==> src/rtl/eth_fcs_append.sv <==
// eth_fcs_append: TX framer stage that forwards payload, zero-pads to MIN_LEN, appends CRC-32 FCS and enforces an inter-frame gap.
module eth_fcs_append #(
  parameter int MIN_LEN = 60,
  parameter int IFG_LEN = 12,
  parameter int CW      = 11
) (
  input  logic       clk,
  input  logic       rst,
  input  logic       gate,
  input  logic       s_valid,
  input  logic [7:0] s_data,
  input  logic       s_last,
  output logic       s_ready,
  output logic       o_valid,
  output logic [7:0] o_data,
  output logic       o_last,
  output logic       o_err
);
  localparam logic [2:0] IDLE = 3'd0, DATA = 3'd1, PAD = 3'd2, FCS = 3'd3, IFG = 3'd4;
  localparam logic [31:0] MIN_L = MIN_LEN;
  localparam logic [31:0] IFG_L = IFG_LEN;
  logic [2:0]    state;
  logic [31:0]   crc;
  logic [CW-1:0] count;
  logic [CW-1:0] cnt_next;
  logic [31:0]   cnt_ext;
  logic [1:0]    fidx;
  logic [31:0]   ifg_cnt;
  logic [31:0]   fcs;
  function automatic logic [31:0] crc_upd(input logic [31:0] c, input logic [7:0] d);
    logic [31:0] r;
    r = c;
    for (int i = 0; i < 8; i++) r = (r >> 1) ^ (32'hEDB88320 & {32{r[0] ^ d[i]}});
    return r;
  endfunction
  assign s_ready  = gate & (state == IDLE | state == DATA);
  assign cnt_next = (count == '1) ? count : count + CW'(1);
  assign cnt_ext  = {{(32-CW){1'b0}}, cnt_next};
  assign fcs      = ~crc >> {fidx, 3'b000};
  always_ff @(posedge clk or posedge rst)
    if (rst) begin
      state   <= IDLE;
      o_valid <= 1'b0;
      o_data  <= 8'h00;
      o_last  <= 1'b0;
      o_err   <= 1'b0;
      crc     <= '1;
      count   <= '0;
      fidx    <= 2'd0;
      ifg_cnt <= 32'd0;
    end else if (gate) begin
      o_last <= 1'b0;
      o_err  <= 1'b0;
      case (state)
        IDLE: begin
          o_valid <= s_valid;
          if (s_valid) begin
            o_data <= s_data;
            crc    <= crc_upd(32'hFFFFFFFF, s_data);
            count  <= CW'(1);
            state  <= !s_last ? DATA : (MIN_L > 32'd1 ? PAD : FCS);
          end
        end
        DATA: begin
          o_valid <= s_valid;
          if (s_valid) begin
            o_data <= s_data;
            crc    <= crc_upd(crc, s_data);
            count  <= cnt_next;
            if (s_last) state <= (cnt_ext < MIN_L) ? PAD : FCS;
          end else begin
            // underrun: drop the frame and restart CRC for the next one
            o_err   <= 1'b1;
            crc     <= '1;
            count   <= '0;
            ifg_cnt <= 32'd0;
            state   <= (IFG_L == 32'd0) ? IDLE : IFG;
          end
        end
        PAD: begin
          o_valid <= 1'b1;
          o_data  <= 8'h00;
          crc     <= crc_upd(crc, 8'h00);
          count   <= cnt_next;
          if (cnt_ext >= MIN_L) state <= FCS;
        end
        FCS: begin
          o_valid <= 1'b1;
          o_data  <= fcs[7:0];
          fidx    <= fidx + 2'd1;
          if (fidx == 2'd3) begin
            o_last  <= 1'b1;
            crc     <= '1;
            count   <= '0;
            ifg_cnt <= 32'd0;
            state   <= (IFG_L == 32'd0) ? IDLE : IFG;
          end
        end
        IFG: begin
          o_valid <= 1'b0;
          ifg_cnt <= ifg_cnt + 32'd1;
          if (ifg_cnt == IFG_L - 32'd1) begin
            ifg_cnt <= 32'd0;
            state   <= IDLE;
          end
        end
        default: begin
          o_valid <= 1'b0;
          state   <= IDLE;
        end
      endcase
    end
endmodule

==> config.mk <==
export PLATFORM = sky130hd
export DESIGN_NAME = eth_fcs_append
export DESIGN_NICKNAME = d
export VERILOG_FILES = /design/src/rtl/eth_fcs_append.sv
export SDC_FILE = /design/constraint.sdc
export NUM_CORES = 1
export LEC_CHECK = 0
export CAP_MARGIN = 10
export CORE_MARGIN = 5
export CORE_UTILIZATION = 52
export DETAILED_ROUTE_END_ITERATION = 16
export PLACE_DENSITY = 0.67
export RECOVER_POWER = 100
export SETUP_SLACK_MARGIN = 0.05
export SYNTH_ARGS = -nofsm -noshare
export SYNTH_HDL_FRONTEND = slang
export SYNTH_SLANG_ARGS = --single-unit
==> constraint.sdc <==
create_clock -name clk -period 5.7 [get_ports clk]
set_clock_uncertainty 0.15 [all_clocks]
set_input_delay 1.71 -clock clk [delete_from_list [all_inputs] [get_ports clk]]
set_output_delay 1.71 -clock clk [all_outputs]
set_load 0.005 [all_outputs]
==> impl_metrics.csv, run 1 <==
group,metric,value,unit
cts,cts.reportedPaths.clkPinSlew,60,ps
routing,drtAntennaViolNets,0,
timing,hold_ws,355,ps
cts,worstSkewPairLatency,350,ps
setup_path,worst_path_max_delay_cell,"dlygate4sd3_1",
global_routing,grt_pass1_wl,32700,um
power_and_ir_drop,net-switching-power,2.64,mW
setup_path,rrSetupSlack,1930,ps
hold_path,hp-start,"o_err",
timing,fmax,197,MHz
floorplanning,ios,25,
routing,drc,0,
floorplanning,fp.dieW,126,um
logic_synthesis,async_flop_share,100,%
logic_synthesis,syn_inst,775,
power_and_ir_drop,power,5.56,mW
final_layout,area_growth,7.93,%
timing,rsz0062_at_grt,"false",
setup_path,required,3840,ps
timing,worstMarginPinSlew,2550,ps
place,place_ws,749,ps
logic_synthesis,ys.warnings.count,0,
logic_synthesis,ys_types,67,
power_and_ir_drop,vdd_drop_max,0.395,mV
global_routing,grt_pass1_vias,5572,
logic_synthesis,synthTopCellsByArea,"dfrtp_1 (21%), xnor2_1 (15%), dfstp_2 (12%), xor2_1 (6.5%), a21oi_1 (4.0%)",
power_and_ir_drop,p_leak,2.85,nW
setup_path,worstPathArrival,3220,ps
setup_path,cp_max_fo,5,
floorplanning,die_y,126,um
timing,hold_violations,0,
place,port_buffers,24,
timing,finalSetupViolations,0,
cts,clk_path_buf_depth,2,
cts,cts-root-buf,"clkbuf_16",
final_layout,fill_cells,1215,
power_and_ir_drop,p_int,2.92,mW
setup_path,crit-reg2reg-capture,"ifg_cnt[24]",
timing,fin_crit_sh,89.1,%
place,place.gp.congestion,0.999,
final_layout,seqCellArea,2320,um^2
global_routing,grt_max_degree,56,
floorplanning,initial_core_util,53.0,%
place,post-place-cells,939,
cts,cts_tree,"done",
setup_path,crit_buf_inv,2,
final_layout,layout.cells.non_filler,954,
power_and_ir_drop,power.density_cell_area,734,nW/um^2
logic_synthesis,ys_seq_elements,91,
setup_path,cpPeakStageDelay,590,ps
setup_path,cp_common_cell,"dlygate4sd3_1",
logic_synthesis,synth_top_area_cell,"dfrtp_1",
power_and_ir_drop,p_sw_share,47.5,%
cts,cts_resized,0,
cts,htreeDepth,3,
logic_synthesis,ys.flop_type,"dfrtp_1",
run,max_cap_viol_count,2,
hold_path,whs_path_depth,1,
timing,tns,0,ps
floorplanning,core,13200,um^2
global_routing,antenna_found_initial,0,
routing,dr_total_vias,5919,
logic_synthesis,synth_edf_count,0,
global_routing,track_usage,26.2,%
hold_path,hold_path_end,"o_err",
hold_path,hp-class,"flop to flop",
routing,wl,20800,um
final_layout,post-route-cell-area,7570,um^2
final_layout,fin_util,57.2,%
timing,period_minus_slack,5080,ps
logic_synthesis,yosysSeqAreaShare,33.0,%
logic_synthesis,syn_nets,791,
final_layout,drive_gt1_share,11.1,%
power_and_ir_drop,combPwrFrac,65.8,%
global_routing,grt-ovfl-total,0,
setup_path,cpLargestDelayFamily,"buffers and inverters",
logic_synthesis,synth_top_area_share,21.0,%
logic_synthesis,syn-cell-area,7020,um^2
timing,maxSlewHeadroom,-71.0,%
timing,slew_viol_final,97,
cts,postCtsHoldBufs,0,
routing,wl_per_cell,21.8,um
final_layout,multi_input_area,4390,um^2
setup_path,start_kind,"input pin",
routing,drt_pre_antenna_iters,5,
timing,final.setup.worst_slack,621,ps
routing,drt_iter0_drc,498,
setup_path,crit_type,"input pin to output pin",
status,violations,"capacitance limit, slew limit",
place,placed_area,7340,um^2
power_and_ir_drop,p_clk_share,10.0,%
floorplanning,dieArea,15900,um^2
cts,cts_made_buffers,9,
setup_path,reg2reg_from,"fidx[0]",
status,outcome,"complete, but fails checks",
setup_path,worstPathCellList,"dlygate4sd3_1 > nand2b_1 > nor2_1 > dlygate4sd3_1",
cts,post_cts_buffers,0,
floorplanning,std_cell_rows,42,
setup_path,endpoint_kind,"output pin",
final_layout,n_antenna_cell,0,
power_and_ir_drop,p_seq_share,24.2,%
logic_synthesis,synth.avg_cell_area,9.06,um^2
routing,viasPerCell,6.20,
cts,cts_sinks,91,
place,dp_hpwl,15100,um
final_layout,num-nets-final,790,
setup_path,reg2regPathDepth,7,
[state kept, by name (all words and copies together) (netlist names)]
signal	count
fidx	2
o_err	1
o_data	8
count	11
o_valid	1
crc	32
o_last	1
state	3
ifg_cnt	32
[cell usage in the layout, fill, tap and decap left out, drive strengths merged, types with 11 or more instances in the layout]
cell type	count
dfstp	32
xor2	54
clkbuf	18
nand4	11
nand3	19
dfrtp	59
nand2	53
or3	11
dlygate4sd3	15
xnor2	129
nor3	17
o21ai	53
o22ai	15
a21oi	56
nor4	13
inv	13
nor2	66
[area by class of cell]
class	instances	area share [%]
clock inverters	4	0.380
flip-flops and latches	91	30.6
clock buffers	11	3.07
repair buffers	40	4.41
well taps	176	2.91
inverters	14	0.710
multi-input cells	618	57.9
[worst register-to-register path: cells and delay by family, from the launching register on]
kind                       cells  cell delay (ps)
adders and majority gates      1              320
and+or+nand+nor                3              680
DFF                            1              780
AOI/OAI and AO/OA              2              900
buffers and inverters          1              780
[worst max-delay path by stage]
stage / start / endpoint / slack (ps) / cells after the start
3_5_place_dp: gate / s_ready / 750 / 4
2_1_floorplan: rst / count[0] / 1530 / 1
5_1_grt: s_valid / ifg_cnt[20] / 520 / 7
6_report: gate / s_ready / 620 / 4
3_3_place_gp: gate / s_ready / 760 / 4
4_1_cts: gate / s_ready / 740 / 4
[cells in the mapped netlist (all sizes together), types with 8 or more instances]
library cell,number
a21oi,56
a221oi,9
buf,18
clkbuf,34
dfrtp,59
dfstp,32
inv,14
mux4,8
nand2,53
nand3,19
nand4,11
nor2,66
nor3,17
nor4,13
o21ai,53
o22ai,15
o31ai,8
or3,11
xnor2,129
xor2,54
[power groups by stage]
stage | Sequential, mW | Clock [mW] | Combinational [mW]
global placement | 1.34 | 0 | 3.58
floorplan | 1.09 | 0 | 3.01
global route | 1.37 | 0.589 | 3.92
detailed placement | 1.34 | 0 | 3.61
CTS | 1.33 | 0.565 | 3.63
finish | 1.35 | 0.554 | 3.66
[per-layer routing]
layer	GRT usage [%]	part of all wire, %
met5	0	0
met4	6.12	1.6
met3	6.69	9.8
met2	38.7	44
met1	38.8	45
[kinds of logic (layout without fill, tap and decap cells)]
logic type / count (synthesis) / count (layout) / share of synthesized area [%]
AO/OA/AOI/OAI: 194 / 194 / 17.5
buffers and inverters: 66 / 69 / 4.39
multiplexers: 12 / 12 / 3.17
adder cells (fa/ha/maj): 3 / 3 / 0.535
XOR/XNOR: 187 / 187 / 26.4
flip-flops: 91 / 91 / 33.0
AND/OR/NAND/NOR: 222 / 222 / 15.0
Power figures use the tool's default switching activity.
==> run 2: changes to the inputs <==
--- a/config.mk
+++ b/config.mk
@@ -6,7 +6,7 @@
 export NUM_CORES = 1
 export LEC_CHECK = 0
 export CAP_MARGIN = 10
-export CORE_MARGIN = 5
+export CORE_MARGIN = 2
 export CORE_UTILIZATION = 52
 export DETAILED_ROUTE_END_ITERATION = 16
 export PLACE_DENSITY = 0.67
==> run 2 against run 1 <==
The run still ends with capacitance limit, slew limit left; flip-flop and latch count stayed put; count of clock-buffer cells in the layout is 1 lower; worst hold slack got worse by 10 ps; maximum frequency decreased by 0.17%; core utilization increased by 0.81 points; sequential share of layout area shrank 0.31 points; via count increased by 1.2%; die area shrank 9.3%; wire length fell by 1.3%; global-route usage up 3.4 points; register-to-register slack worse by 90 ps; cell area rose by 1.0%.
==> impl_metrics.csv, run 2 (synthesized netlist as in run 1, its figures left out) <==
group,metric,value,unit
power_and_ir_drop,vdd_drop_max,0.381,mV
final_layout,drive_gt1_share,11.7,%
global_routing,grt_pass1_wl,32500,um
floorplanning,dieArea,14400,um^2
final_layout,final_common_cell,"xnor2_1",
floorplanning,core,13200,um^2
run,max_cap_viol_count,1,
timing,tns,0,ps
cts,cts_tree,"done",
routing,viasPerCell,6.27,
global_routing,grt-ovfl-total,0,
global_routing,grt_pass1_vias,5711,
global_routing,antenna_found_initial,0,
routing,wl_per_cell,21.5,um
cts,clk_path_buf_depth,2,
power_and_ir_drop,power.density_cell_area,748,nW/um^2
cts,cts_resized,0,
setup_path,crit-reg2reg-capture,"ifg_cnt[24]",
floorplanning,fp.dieW,120,um
timing,hold_violations,0,
floorplanning,ios,25,
setup_path,required,5740,ps
setup_path,cp_max_fo,21,
hold_path,hp-class,"flop to flop",
timing,finalSetupViolations,0,
final_layout,fin_util,58.0,%
routing,drtAntennaViolNets,0,
cts,cts_made_buffers,9,
timing,rsz0062_at_grt,"false",
final_layout,post-route-cell-area,7650,um^2
final_layout,area_growth,9.02,%
timing,slew_viol_final,49,
routing,drt_iter0_drc,746,
final_layout,biggestRegsByFlops,"crc (32), ifg_cnt (32), count (11)",
global_routing,track_usage,29.6,%
floorplanning,std_cell_rows,42,
setup_path,rrSetupSlack,1840,ps
place,place.gp.congestion,1.03,
timing,worstMarginPinSlew,2150,ps
final_layout,final_cell_mix,"xnor2_1 (119), nor2_1 (66), dfrtp_1 (59)",
timing,fmax,197,MHz
cts,cts-root-buf,"clkbuf_16",
timing,hold_ws,345,ps
place,placed_area,7350,um^2
floorplanning,initial_core_util,53.2,%
hold_path,whs_path_depth,2,
power_and_ir_drop,p_leak,2.90,nW
setup_path,crit_type,"input pin to flop",
cts,cts.reportedPaths.clkPinSlew,70,ps
routing,drc,0,
final_layout,n_antenna_cell,0,
routing,dr_total_vias,5991,
timing,fin_crit_sh,89.2,%
setup_path,reg2regPathDepth,6,
routing,drt_pre_antenna_iters,5,
routing,wl,20500,um
status,outcome,"complete, but fails checks",
final_layout,layout.cells.non_filler,956,
cts,cts_sinks,91,
status,violations,"capacitance limit, slew limit",
place,port_buffers,24,
final_layout,fill_cells,1176,
cts,post_cts_buffers,0,
setup_path,endpoint_kind,"flop",
cts,htreeDepth,3,
timing,maxSlewHeadroom,-44.1,%
setup_path,worstPathArrival,5130,ps
place,dp_hpwl,14800,um
timing,period_minus_slack,5090,ps
cts,worstSkewPairLatency,350,ps
final_layout,num-nets-final,791,
setup_path,reg2reg_from,"state[0]",
cts,postCtsHoldBufs,0,
global_routing,grt_max_degree,49,
floorplanning,die_y,120,um
setup_path,start_kind,"input pin",
place,post-place-cells,940,
hold_path,hold_path_end,"crc[16]",
hold_path,hp-start,"crc[16]",
## run 2: cell count changes in the layout (fill, tap and decap cells not counted), sizes merged
cell / change
inv: +3
bufinv: +2
clkinv: -1
clkinvlp: -2
## run 2: layer usage
layer	vias up	wire [um]	track usage, %
li1	2744	-	-
met1	2916	9320	43.5
met2	280	8740	42.6
met3	51	1940	7.17
met4	0	528	10.0
met5	-	0	0
## run 2: cell type report
| cell class | count | area [um^2] | share of cell area [%] |
|---|---|---|---|
| repair buffers | 41 | 339 | 4.43 |
| flip-flops and latches | 91 | 2320 | 30.3 |
| clock buffers | 10 | 239 | 3.12 |
| multi-input cells | 618 | 4390 | 57.4 |
| inverters | 14 | 53.8 | 0.703 |
| well taps | 176 | 220 | 2.88 |
| clock inverters | 6 | 93.8 | 1.23 |
## run 2: through the flow
stage | power [mW] | setup WS [ps]
after floorplan | 4.11 | 1530
after global placement | 4.95 | 761
after detailed placement | 4.99 | 726
after CTS | 5.69 | 724
after global routing | 6.08 | 364
final | 5.73 | 613
## run 2: worst max-delay path by stage
stage / startpoint / endpoint / slack (ps) / cells past startpoint
finish: s_valid / ifg_cnt[24] / 610 / 7
global route: s_valid / ifg_cnt[25] / 360 / 7
CTS: gate / s_ready / 720 / 4
detailed placement: gate / s_ready / 730 / 4
global placement: gate / s_ready / 760 / 4
floorplan: rst / count[0] / 1530 / 1
## run 2: power breakdown
part	switching [mW]	leakage, nW	internal [mW]
combinational	1.98	1.61	1.69
sequential	0.427	1.12	0.949
clock	0.275	0.165	0.402
## run 2: worst max-delay path, cell delays in order
cell,delay [ps]
dlygate4sd3_1,820
or2_0,330
a211oi_1,610
o21a_1,270
and2_0,480
clkbuf_1,760
nor2_1,130
